## src/rtl/stream_fifo_ram_ctrl.sv

```systemverilog
// Stream FIFO controller around an external 1-write/1-sync-read RAM (read latency 1),
// with a 2-entry output stage; define STREAM_FIFO_BYPASS_EN for the empty-FIFO bypass path.
module stream_fifo_ram_ctrl #(
  parameter int DEPTH = 16,
  parameter int WIDTH = 32,
  localparam int AW = $clog2(DEPTH)
) (
  input  logic             clk,
  input  logic             resetn,
  input  logic             push_valid,
  output logic             push_ready,
  input  logic [WIDTH-1:0] push_payload,
  output logic             pop_valid,
  input  logic             pop_ready,
  output logic [WIDTH-1:0] pop_payload,
  output logic [AW+1:0]    occupancy,
  output logic             ram_wr_en,
  output logic             ram_wr_mask,
  output logic [AW-1:0]    ram_wr_addr,
  output logic [WIDTH-1:0] ram_wr_data,
  output logic             ram_rd_en,
  output logic [AW-1:0]    ram_rd_addr,
  input  logic [WIDTH-1:0] ram_rd_data
);

  localparam logic [AW:0] FULL_CNT = (AW+1)'(DEPTH);
  localparam logic [AW:0] ZERO_CNT = {(AW+1){1'b0}};
  localparam logic [AW:0] ONE_CNT  = {{AW{1'b0}}, 1'b1};

  logic [AW:0]      wr_ptr_r;
  logic [AW:0]      rd_ptr_r;
  logic [AW:0]      ram_count_s;
  logic [WIDTH-1:0] out_q_r     [2];
  logic [WIDTH-1:0] out_q_nxt_s [2];
  logic [1:0]       out_count_r;
  logic [1:0]       out_count_nxt_s;
  logic [1:0]       kept_count_s;
  logic             rd_pending_r;
  logic             push_fire_s;
  logic             pop_fire_s;
  logic             ram_write_s;
  logic             rd_issue_s;
  logic             bypass_s;
  logic             append_s;
  logic [WIDTH-1:0] append_data_s;
  logic [2:0]       rd_level_s;

  assign ram_count_s  = wr_ptr_r - rd_ptr_r;
  assign push_ready   = resetn && (ram_count_s != FULL_CNT);
  assign pop_valid    = resetn && (out_count_r != 2'd0);
  assign pop_payload  = out_q_r[0];
  assign push_fire_s  = push_valid && push_ready;
  assign pop_fire_s   = pop_valid && pop_ready;
  assign kept_count_s = out_count_r - {1'b0, pop_fire_s};

  // Output-stage slots already spoken for after this cycle's pop; a read may only claim a free one.
  assign rd_level_s = {1'b0, out_count_r} + {2'b00, rd_pending_r} - {2'b00, pop_fire_s};
  assign rd_issue_s = resetn && (ram_count_s != ZERO_CNT) && (rd_level_s < 3'd2);

`ifdef STREAM_FIFO_BYPASS_EN
  assign bypass_s = (ram_count_s == ZERO_CNT) && !rd_pending_r && (kept_count_s < 2'd2);
`else
  assign bypass_s = 1'b0;
`endif

  assign ram_write_s   = push_fire_s && !bypass_s;
  assign append_s      = rd_pending_r || (push_fire_s && bypass_s);
  assign append_data_s = rd_pending_r ? ram_rd_data : push_payload;

  assign ram_wr_en   = ram_write_s;
  assign ram_wr_mask = 1'b1;
  assign ram_wr_addr = wr_ptr_r[AW-1:0];
  assign ram_wr_data = push_payload;
  assign ram_rd_en   = rd_issue_s;
  assign ram_rd_addr = rd_ptr_r[AW-1:0];
  assign occupancy   = resetn ? ({1'b0, ram_count_s} + {{(AW+1){1'b0}}, rd_pending_r}
                                 + {{AW{1'b0}}, out_count_r})
                              : {(AW+2){1'b0}};

  // Output queue next state: pop shifts the head out, then an append lands behind the survivors.
  always_comb begin
    out_q_nxt_s     = out_q_r;
    out_count_nxt_s = kept_count_s;
    if (pop_fire_s) begin
      out_q_nxt_s[0] = out_q_r[1];
    end else begin
      out_q_nxt_s[0] = out_q_r[0];
    end
    if (append_s) begin
      out_q_nxt_s[kept_count_s[0]] = append_data_s;
      out_count_nxt_s              = kept_count_s + 2'd1;
    end else begin
      out_count_nxt_s = kept_count_s;
    end
  end

  // Pointer, in-flight read flag and output queue registers; reset discards any read in flight.
  always_ff @(posedge clk) begin
    if (!resetn) begin
      wr_ptr_r     <= ZERO_CNT;
      rd_ptr_r     <= ZERO_CNT;
      rd_pending_r <= 1'b0;
      out_count_r  <= 2'd0;
      out_q_r[0]   <= {WIDTH{1'b0}};
      out_q_r[1]   <= {WIDTH{1'b0}};
    end else begin
      if (ram_write_s) begin
        wr_ptr_r <= wr_ptr_r + ONE_CNT;
      end
      if (rd_issue_s) begin
        rd_ptr_r <= rd_ptr_r + ONE_CNT;
      end
      rd_pending_r <= rd_issue_s;
      out_count_r  <= out_count_nxt_s;
      out_q_r      <= out_q_nxt_s;
    end
  end

endmodule

```

## config.mk

```make
export PLATFORM = sky130hd
export DESIGN_NAME = stream_fifo_ram_ctrl
export DESIGN_NICKNAME = d
export VERILOG_FILES = /design/src/rtl/stream_fifo_ram_ctrl.sv
export SDC_FILE = /design/constraint.sdc
export NUM_CORES = 1
export LEC_CHECK = 0
export BUFFER_PORTS_ARGS = -buffer_cell sky130_fd_sc_hd__buf_2
export CORE_MARGIN = 5
export CORE_UTILIZATION = 50
export CTS_CLUSTER_SIZE = 14
export DETAILED_ROUTE_END_ITERATION = 16
export PLACE_DENSITY = 0.79
export RECOVER_POWER = 25
export SETUP_SLACK_MARGIN = 0.4
export SLEW_MARGIN = 5
export SYNTH_ARGS = -nofsm -noshare
export SYNTH_HDL_FRONTEND = slang
export SYNTH_SLANG_ARGS = --single-unit
```

## constraint.sdc

```tcl
create_clock -name clk -period 6.66 [get_ports clk]
set_input_delay 1.998 -clock clk [delete_from_list [all_inputs] [get_ports clk]]
set_output_delay 1.998 -clock clk [all_outputs]
set_load 0.03 [all_outputs]
```

; ---- After elaboration in Yosys (flattened, before gate mapping)
; Cells that the tools add are included.
[word_totals]
mem_bits_rw = 0
regBits = 77
mem_bits_ro = 0
inputBits = 68
output_inout_bits = 83
latchBits = 0
word_cells = 37
mem_count = 0
[classes]
n_bitwise = 1
n_reduce_logical = 9
muxes = 8
n_lt_le_gt_ge = 3
add_sub_neg = 9
mul = 0
n_eq_ne = 1
div_mod_pow = 0
shifts = 0
[op_table]
columns = operator, n
row1 = 32-bit 2-to-1 mux, 3
row2 = 64-bit bitwise mux, 1
row3 = 64-bit 2-to-1 mux, 1
row4 = 32-bit demux with 1-bit select, 1
row5 = "5-bit by 1-bit adder with 5-bit output, second input constant", 2
row6 = 1-bit logical AND, 7
row7 = 5-bit by 1-bit adder with 6-bit output, 1
row8 = 6-bit by 2-bit adder with 6-bit output, 1
row9 = 6-bit 2-to-1 mux, 1
row10 = "5-bit inequality test, second input constant", 1
row11 = 5-bit nonzero test, 1
row12 = 5-bit subtractor, 1
row13 = 2-bit by 1-bit adder with 3-bit output, 1
row14 = "3-bit by 2-bit < comparator with 1-bit output, second input constant", 1
row15 = 3-bit by 1-bit subtractor with 3-bit output, 1
row16 = "2-bit by 1-bit adder with 2-bit output, second input constant", 1
row17 = "2-bit >= comparator, second input constant", 1
row18 = "2-bit by 1-bit < comparator with 1-bit output, second input constant", 1
row19 = 2-bit 2-to-1 mux, 1
row20 = 1-bit NOT with 2-bit output, 1
row21 = 2-bit nonzero test, 1
row22 = 2-bit by 1-bit subtractor with 2-bit output, 1

; ---- Logic depth before layout (Yosys ltp)
; Gate-level depths: netlist of run 1.
[depth]
ltp_word = 11
ltp_mapped = 12
depth_no_buf = 10

; ---- Worst setup path before layout of run 1
; Ideal clock, no wire load.
[synth_path]
kind = in2out
from = in resetn
to = out ram_rd_en
cell_stages = 12
slack_ns = 0.400
arrival_time_ns = 4.262
cell_sequence = o21a_1 -> clkbuf_1 -> nand2_1 -> clkbuf_1 -> inv_1 -> ha_1 -> nand2b_1 -> fa_1 -> xnor2_1 -> nand2_1 -> nor2_2 -> and2_1
[synth_between]
elab_chain_len = 5
word_cells_on_any_way = 6
classes_between = add/sub (1) / order compare (1) / reduce/logical (4)
[synth_rtl]
columns = element, line
row1 = from (decl), 9  ; input logic resetn,
row2 = 1-bit logical AND, 50  ; assign pop_valid = resetn && (out_count_r != 2'd0);
row3 = 1-bit logical AND, 53  ; assign pop_fire_s = pop_valid && pop_ready;
row4 = 3-bit by 1-bit subtractor with 3-bit output, 57  ; assign rd_level_s = {1'b0, out_count_r} + {2'b00, rd_pending_r} - {2'b00, pop_fire_s};
row5 = 3-bit by 2-bit < comparator with 1-bit output, 58  ; assign rd_issue_s = resetn && (ram_count_s != ZERO_CNT) && (rd_level_s < 3'd2);
row6 = 1-bit logical AND (*), 58
row7 = to (decl), 21  ; output logic ram_rd_en,
; Every way passes the cells marked *; elsewhere a longest branch is shown, timed or not.

; ---- Worst setup path after layout of run 1
; Ends and elaborated chain as after synthesis.

==> results of run 1 <==
[per-layer routing]
metal | vias to the layer above | share of wire | track usage
li1 | 1873 | - | -
met1 | 1717 | 0.45 | 0.203
met2 | 118 | 0.48 | 0.306
met3 | 13 | 0.055 | 0.0340
met4 | 0 | 0.014 | 0.0583
met5 | - | 0 | 0
[through the flow]
step	hold slack, ns	area [sq um]
finish	0.480	5000
CTS	0.485	5050
detailed placement	0.466	4840
floorplan	0.448	4600
global route	0.504	5000
global placement	0.459	4840
[worst min-delay path: cells and delay by family, from the launching register on]
family        cells  cell delay, ns
mux               1            0.05
simple gates      1            0.06
flops             1            0.33
[layout make-up]
type	instances	area (sq um)
Multi-Input combinational cell	331	2330
Clock inverter	6	86.3
Sequential cell	77	1540
Timing Repair Buffer	154	741
Tap cell	111	139
Fill cell	860	4100
Clock buffer	9	124
Inverter	10	37.5
[logic make-up (layout without fill, tap and decap cells)]
| kind of cell | after synthesis | after routing | share of synthesized area |
|---|---|---|---|
| AND/OR/NAND/NOR | 188 | 188 | 0.191 |
| buffers and inverters | 121 | 179 | 0.159 |
| AO/OA/AOI/OAI | 80 | 80 | 0.165 |
| flip-flops | 77 | 77 | 0.335 |
| multiplexers | 41 | 41 | 0.0892 |
| adder cells (fa/ha/maj) | 14 | 14 | 0.0446 |
| XOR/XNOR | 7 | 7 | 0.0150 |
| other | 1 | 1 | 0.000815 |
[worst min-delay path by stage]
| stage | start | cells after the start | end | slack, ns |
|---|---|---|---|---|
| after global routing | wr_ptr_r[4] | 2 | wr_ptr_r[4] | 0.50 |
| after global placement | flop | 1 | flop | 0.46 |
| final | rd_ptr_r[4] | 2 | rd_ptr_r[4] | 0.48 |
| after CTS | rd_ptr_r[4] | 2 | rd_ptr_r[4] | 0.48 |
| after floorplan | rd_ptr_r[3] | 2 | rd_ptr_r[3] | 0.45 |
| after detailed placement | flop | 1 | flop | 0.47 |
[power by group through the flow]
| stage | combinational, mW | clock, mW | sequential, mW |
|---|---|---|---|
| after floorplan | 1.08 | 0 | 0.685 |
| after global placement | 1.19 | 0 | 0.698 |
| after detailed placement | 1.23 | 0 | 0.706 |
| after CTS | 1.23 | 0.398 | 0.696 |
| after global routing | 1.31 | 0.413 | 0.716 |
| final | 1.19 | 0.385 | 0.698 |
[synthesized netlist by cell type]
library cell  number  share of area
nand3b_1           1         0.0016
or2_1              1         0.0014
buf_2              3         0.0033
buf_4             73           0.12
nand3_1           67          0.073
nand2_1           84          0.068
nor2_1             3         0.0024
o211a_1           64           0.14
o211ai_1           1         0.0016
nor4_2             1         0.0027
nor3b_1            1         0.0016
o31ai_1            1         0.0016
a21oi_1            7         0.0076
and2_1             9          0.012
conb_1             1        0.00081
dfxtp_1           77           0.33
mux2i_1           41          0.089
nor2b_1            1         0.0014
nor3_1             4         0.0043
and3_1             2         0.0027
a21boi_2           1         0.0024
nand2b_1           8          0.011
nor2_2             1         0.0014
clkbuf_1          31          0.025
xnor2_2            1         0.0035
o2111ai_1          1         0.0019
xnor2_1            6          0.011
a21boi_0           2         0.0033
nand4_1            3         0.0041
inv_1             10         0.0082
o21a_1             1         0.0016
a211oi_4           1         0.0043
or2_2              1         0.0014
and3b_1            1         0.0019
ha_1              10          0.027
fa_1               4          0.017
a21o_1             1         0.0016
buf_1              4         0.0033
==> impl_metrics.csv, run 1 <==
group,metric,value,unit
global_route,globalRouteOverflowTotal,0,
worst_setup_path,worstReg2RegStart,"out_count_r[1]",
worst_setup_path,ff2ff_setup_slack,4.12,ns
place,hpwl,6.89,mm
clock_network,path_clk_slew,0.08,ns
routing,vias,3721,
pwr,vdd_drop_max,218,uV
clock_network,cts.htree.levels,3,
place,dp_cells,683,
status,status,"finished clean",
routing,wl,9.93,mm
worst_setup_path,worstPathMaxFanout,4,
pwr,combinationalPowerShare,0.525,
synthesis,ys_seq_elements,77,
worst_setup_path,path_buf_inv,3,
pwr,p_sw,1.03,mW
clock_network,cts_root_buf,"clkbuf_8",
worst_setup_path,cp-startpoint,"resetn",
routing,dr.first_iter.drc_count,110,
global_route,grt_antenna_before_repair,0,
worst_setup_path,critPathLaunchType,"input port",
synthesis,syn_area,4600,sq um
synthesis,synth.avg_cell_area,8.70,sq um
sta,slew_headroom,0.249,
clock_network,clk_path_buf_depth,2,
synthesis,yosysUniqueCellTypes,38,
worst_setup_path,crit_end,"ram_rd_en",
place,pre_cts_slack,0.603,ns
sta,tightest_slew,1.13,ns
pwr,powerDensity,455,nW/um^2
sta,hold_violations,0,
pwr,finalPower,2.28,mW
clock_network,cts-hold-fix-buffers,0,
worst_setup_path,path_cells,"clkbuf_1 -> o21a_1 -> nand2_1 -> inv_1 -> ha_1 -> nand2b_1 -> fa_1 -> xnor2_1 -> nand2_1 -> nor2_2 -> and2_1 -> buf_2",
worst_setup_path,path_delay_family,"simple AND/OR/NAND/NOR gates",
worst_setup_path,cp.required,4.66,ns
routing,route.detailed.drc,0,
routing,dr.pass1.iters,5,
clock_network,clkLatencyLatePin,0.34,ns
floorplanning,start_util,0.505,
layout,layout_common_cells,"buf_2 (115), nand2_1 (83), dfxtp_1 (76)",
layout,area_growth,8.73,%
global_route,grt_first_pass_wirelength,16.0,mm
floorplanning,io_pins,151,
worst_setup_path,critPathArrivalTime,4.09,ns
layout,utilization,0.549,
clock_network,cts.sinks,77,
synthesis,synthCells,529,
floorplanning,die_w,106,um
synthesis,ys_warn_count,0,
sta,fmax,164,MHz
worst_setup_path,reg2reg_depth,8,
sta,final-setup-viol-count,0,
pwr,p_seq_frac,0.306,
routing,vias_per_cell,5.33,
layout,layout_commonest_cell,"buf_2",
worst_setup_path,slowest_stage,"fa_1",
layout,stdcell_count,698,
place,numPortBuffers,149,
floorplanning,die_area,11200,sq um
layout,fin_nets,665,
worst_setup_path,critPathMostFrequentCell,"nand2_1",
sta,fin_crit_sh,0.914,
synthesis,yosysSeqAreaShare,0.335,
clock_network,numCtsBuffers,9,
pwr,clkPwrFrac,0.169,
sta,rsz0062_at_grt,"no",
pwr,cellInternalPower,1.25,mW
floorplanning,num_rows,35,
global_route,grtUsageTotal,0.171,
floorplanning,dieHeight,106,um
worst_setup_path,critical_path.max_stage_delay,0.39,ns
sta,fin_ws,0.570,ns
clock_network,cts_tree,"yes",
sta,report.final.slew_viol_count,0,
clock_network,cts_resized,0,
sta,finClkSkew,0.0132,ns
worst_setup_path,end_kind,"primary output",
synthesis,synth_nets,611,
routing,ant_nets,0,
pwr,p_leak,2.66,nW
worst_setup_path,worst-path-stages,12,
place,place_congestion,0.758,
layout,antenna_cells,0,
clock_network,post-cts-setup-buffer-count,0,
layout,final_layout_size_suffix_gt1_frac,0.245,
sta,finalSetupTns,0,ns
flow_run,max_cap_violations,0,
min_path,hold_class,"flop to flop",
routing,wl_per_cell,14.2,um
pwr,switching_share,0.451,
global_route,grt_pass1_vias,3667,
floorplanning,core,9110,sq um
sta,min_period,6.09,ns
worst_setup_path,setup.worst_path.class,"input port to primary output",
global_route,grt_max_degree,97,
(Power assumes the default switching activity.)
==> run 2: changes to the inputs <==
- PLACE_DENSITY: 0.79 -> 0.83
==> run 2 against run 1 <==
  * Critical path depth is the same
  * Core utilization grew 0.27 points
  * Clock-buffer cell count grew 1
  * Power grew 2.2%
  * Final cell count shrank 0.14%
  * Routed wire length grew 3.7%
==> impl_metrics.csv, run 2 (synthesized netlist as in run 1, its figures left out) <==
group,metric,value,unit
worst_setup_path,setup.worst_path.class,"input port to primary output",
global_route,globalRouteOverflowTotal,0,
sta,finalSetupTns,0,ns
routing,met3_length,559,um
clock_network,cts-hold-fix-buffers,0,
min_path,hold_class,"flop to flop",
routing,vias,3784,
global_route,grtUsageTotal,0.179,
clock_network,cts.sinks,77,
worst_setup_path,end_kind,"primary output",
worst_setup_path,cp-startpoint,"resetn",
place,hpwl,7.12,mm
pwr,vdd_drop_max,234,uV
clock_network,cts_resized,0,
sta,hold_violations,0,
worst_setup_path,critPathArrivalTime,4.10,ns
routing,wl_per_cell,14.8,um
worst_setup_path,critPathLaunchType,"input port",
global_route,grt_pass1_vias,3733,
place,place_congestion,0.848,
global_route,grt_first_pass_wirelength,16.9,mm
routing,dr.max_layer_used,"met4",
layout,fin_nets,665,
global_route,grt_max_degree,97,
worst_setup_path,cp.required,4.66,ns
clock_network,numCtsBuffers,9,
clock_network,clkLatencyLatePin,0.34,ns
floorplanning,die_w,106,um
place,numPortBuffers,149,
flow_run,max_cap_violations,0,
sta,rsz0062_at_grt,"no",
status,status,"finished clean",
sta,min_period,6.10,ns
layout,layout_commonest_cell,"buf_2",
layout,final_layout_size_suffix_gt1_frac,0.244,
pwr,p_leak,2.67,nW
sta,fin_crit_sh,0.916,
layout,antenna_cells,0,
worst_setup_path,worstPathMaxFanout,4,
floorplanning,die_area,11200,sq um
routing,vias_per_cell,5.43,
routing,route.detailed.drc,0,
layout,layout_common_cells,"buf_2 (115), nand2_1 (83), dfxtp_1 (76)",
sta,finClkSkew,0.0108,ns
routing,ant_nets,0,
global_route,grt_antenna_before_repair,0,
sta,final-setup-viol-count,0,
sta,tightest_slew,1.14,ns
sta,fmax,164,MHz
floorplanning,dieHeight,106,um
routing,met1_length,4.56,mm
clock_network,clk_path_buf_depth,2,
pwr,powerDensity,463,nW/um^2
sta,slew_headroom,0.236,
clock_network,cts_tree,"yes",
layout,fill_cells,871,
routing,wl_met2,5.10,mm
floorplanning,num_rows,35,
sta,fin_hold_ws,0.481,ns
layout,area_growth,9.27,%
clock_network,post-cts-setup-buffer-count,0,
worst_setup_path,worstReg2RegStart,"out_count_r[1]",
floorplanning,io_pins,151,
clock_network,cts_root_buf,"clkbuf_8",
min_path,hold_start,"rd_ptr_r[3]",
clock_network,cts.htree.levels,3,
routing,dr.first_iter.drc_count,136,
floorplanning,start_util,0.505,
floorplanning,core,9110,sq um
clock_network,path_clk_slew,0.08,ns
routing,wl,10.3,mm
routing,dr.pass1.iters,4,
sta,report.final.slew_viol_count,0,
==> run 2: changes by cell type in the layout (fill, tap and decap cells not counted) <==
cell	change
clkinv_2	-2
bufinv_16	+1
clkbuf_8	+1
inv_6	-1
==> run 2: layout make-up <==
| type | instances | area, sq um | area share |
|---|---|---|---|
| clock buffers | 10 | 138 | 0.0274 |
| clock inverters | 4 | 97.6 | 0.0194 |
| inverters | 10 | 37.5 | 0.00746 |
| multi-input cells | 331 | 2330 | 0.464 |
| flip-flops and latches | 77 | 1540 | 0.307 |
| well taps | 111 | 139 | 0.0276 |
| repair buffers | 154 | 741 | 0.147 |
==> run 2: critical path: stages <==
cell and delay, ns:
clkbuf_1 0.13, o21a_1 0.16, nand2_1 0.07, inv_1 0.08, ha_1 0.22, nand2b_1 0.15, fa_1 0.39, xnor2_1 0.21
nand2_1 0.12, nor2_2 0.19, and2_1 0.16, buf_2 0.20
==> run 2: worst paths after layout <==
kind | end | slack (ns) | depth (start not counted)
min | rd_ptr_r[3] | 0.48 | 2
max reg2reg | flop | 4.11 | 8
min reg2reg | rd_ptr_r[3] | 0.48 | 2
max | ram_rd_en | 0.56 | 12
==> run 2: through the flow <==
stage / setup slack, ns / instance area [sq um] / total power, mW / utilization / std cells
final: 0.563 / 5030 / 2.33 / 0.552 / 697
after global routing: 0.396 / 5030 / 2.49 / 0.552 / 697
after CTS: 0.590 / 5070 / 2.37 / 0.557 / 697
after detailed placement: 0.591 / 4840 / 1.95 / 0.531 / 683
after global placement: 0.711 / 4840 / 1.88 / 0.531 / 683
after floorplan: 0.400 / 4600 / 1.76 / - / 529
==> run 2: metal layers <==
| metal | track usage | vias to the layer above |
|---|---|---|
| met2 | 0.320 | 118 |
| met3 | 0.0304 | 6 |
| li1 | - | 1873 |
| met5 | 0 | - |
| met1 | 0.218 | 1787 |
| met4 | 0.0629 | 0 |
==> run 2: power breakdown <==
part | switching, mW | internal [mW] | leakage [nW]
Sequential | 0.0886 | 0.608 | 0.630
Combinational | 0.777 | 0.436 | 1.92
Clock | 0.163 | 0.255 | 0.114
Total | 1.03 | 1.30 | 2.67
==> run 3: changes to the inputs <==
- PLACE_DENSITY: 0.83 -> unset
- PLACE_DENSITY_LB_ADDON: unset -> 0.15
==> run 3 against run 2 <==
  * Worst hold slack worse by 0.00065 ns
  * Critical path type unchanged
  * Critical endpoint unchanged
  * First-iteration DRC count down 1.5%
  * Fmax up 0.81%
  * Clock-buffer cell count unchanged
  * Sequential cell count unchanged
  * Final cell count up 0.29%
  * Clock skew up 0.0038 ns
  * Core utilization down 0.29 points
  * Cell area down 0.52%
  * Die area unchanged
==> impl_metrics.csv, run 3 (synthesized netlist as in run 1, its figures left out) <==
group,metric,value,unit
status,status,"finished clean",
sta,fmax,165,MHz
layout,layout_common_cells,"buf_2 (115), nand2_1 (83), dfxtp_1 (76)",
global_route,met1_usage,0.229,
place,numPortBuffers,149,
clock_network,cts_tree,"yes",
global_route,grt_antenna_before_repair,0,
layout,final_area,5000,sq um
routing,vias_per_cell,5.36,
clock_network,path_clk_slew,0.08,ns
routing,dr.first_iter.drc_count,134,
floorplanning,dieHeight,106,um
worst_setup_path,end_kind,"primary output",
worst_setup_path,ff2ff_setup_slack,4.12,ns
worst_setup_path,crit_end,"ram_rd_en",
sta,final-setup-viol-count,0,
sta,rsz0062_at_grt,"no",
clock_network,cts.htree.levels,3,
clock_network,cts_root_buf,"clkbuf_8",
sta,hold_violations,0,
routing,ant_nets,0,
routing,route.detailed.drc,0,
global_route,grtUsageTotal,0.178,
global_route,grt_first_pass_wirelength,16.6,mm
place,place_congestion,0.745,
global_route,grt_max_degree,97,
routing,wl_per_cell,14.8,um
pwr,vdd_drop_max,181,uV
routing,vias,3747,
layout,layout_commonest_cell,"buf_2",
sta,slew_headroom,0.222,
flow_run,max_cap_violations,0,
sta,report.final.slew_viol_count,0,
floorplanning,start_util,0.505,
worst_setup_path,critPathArrivalTime,4.05,ns
sta,finalSetupTns,0,ns
worst_setup_path,cp.required,4.66,ns
global_route,grt_pass1_vias,3535,
worst_setup_path,setup.worst_path.class,"input port to primary output",
pwr,powerDensity,453,nW/um^2
floorplanning,num_rows,35,
sta,min_period,6.05,ns
clock_network,cts_resized,0,
clock_network,numCtsBuffers,9,
floorplanning,die_w,106,um
layout,final_layout_size_suffix_gt1_frac,0.247,
clock_network,cts.sinks,77,
floorplanning,die_area,11200,sq um
sta,fin_crit_sh,0.908,
worst_setup_path,cp-startpoint,"resetn",
floorplanning,core,9110,sq um
place,post_dp_cell_area,4840,sq um
sta,finClkSkew,0.0147,ns
worst_setup_path,critPathLaunchType,"input port",
global_route,globalRouteOverflowTotal,0,
routing,dr.pass1.iters,6,
layout,area_growth,8.70,%
clock_network,cts-hold-fix-buffers,0,
global_route,use_met2,0.305,
routing,wl,10.4,mm
layout,antenna_cells,0,
floorplanning,io_pins,151,
clock_network,clk_path_buf_depth,2,
global_route,use_met3,0.0322,
clock_network,post-cts-setup-buffer-count,0,
worst_setup_path,worstReg2RegStart,"out_count_r[1]",
layout,fin_nets,665,
global_route,gr-max-usage-layer,"met2",
worst_setup_path,reg2reg_depth,8,
place,hpwl,6.93,mm
worst_setup_path,worstPathMaxFanout,4,
sta,tightest_slew,1.16,ns
clock_network,clkLatencyLatePin,0.35,ns
min_path,hold_class,"flop to flop",
pwr,p_leak,2.66,nW
[run 3: final cells by class]
class / instances / area, sq um
Fill cell: 888 / 4110
Clock inverter: 6 / 71.3
Tap cell: 111 / 139
Multi-Input combinational cell: 331 / 2330
Sequential cell: 77 / 1540
Clock buffer: 10 / 138
Inverter: 10 / 37.5
Timing Repair Buffer: 154 / 741
[run 3: per-stage QoR]
stage                     power (mW)  std cells  hold WS [ns]  utilization  setup slack, ns
after floorplan                 1.76        529         0.448            -            0.400
after global placement          1.90        683         0.456        0.531            0.700
after detailed placement        1.94        683         0.466        0.531            0.613
after CTS                       2.31        699         0.483        0.554            0.599
after global routing            2.42        699         0.502        0.549            0.462
final                           2.26        699         0.481        0.549            0.612
[run 3: critical path, cell delays in order]
cell and delay (ns):
clkbuf_1 0.13, o21a_1 0.16, nand2_1 0.07, inv_1 0.08, ha_1 0.22, nand2b_1 0.16, fa_1 0.38, xnor2_1 0.19
nand2_1 0.10, nor2_2 0.19, and2_1 0.17, buf_2 0.20
[run 3: report_power, final]
| part | switching, mW | total (mW) | leakage [nW] | internal, mW |
|---|---|---|---|---|
| combinational | 0.766 | 1.20 | 1.93 | 0.432 |
| sequential | 0.0906 | 0.698 | 0.630 | 0.608 |
| clock | 0.181 | 0.367 | 0.0991 | 0.186 |
| total | 1.04 | 2.26 | 2.66 | 1.23 |
[run 3: how the worst min path moves through the flow]
stage                      from           to  slack [ns]  cells past startpoint
floorplan           rd_ptr_r[3]  rd_ptr_r[3]        0.45                      2
global placement    rd_ptr_r[3]  rd_ptr_r[3]        0.46                      2
detailed placement         flop         flop        0.47                      1
CTS                 rd_ptr_r[3]  rd_ptr_r[3]        0.48                      2
global route               flop         flop        0.50                      1
finish              rd_ptr_r[3]  rd_ptr_r[3]        0.48                      2
[run 3: metal layers]
layer / part of all wire / vias up / routed length [um]
li1: - / 1873 / -
met1: 0.47 / 1762 / 4830
met2: 0.48 / 105 / 4940
met3: 0.049 / 7 / 508
met4: 0.0083 / 0 / 86
met5: 0 / - / 0
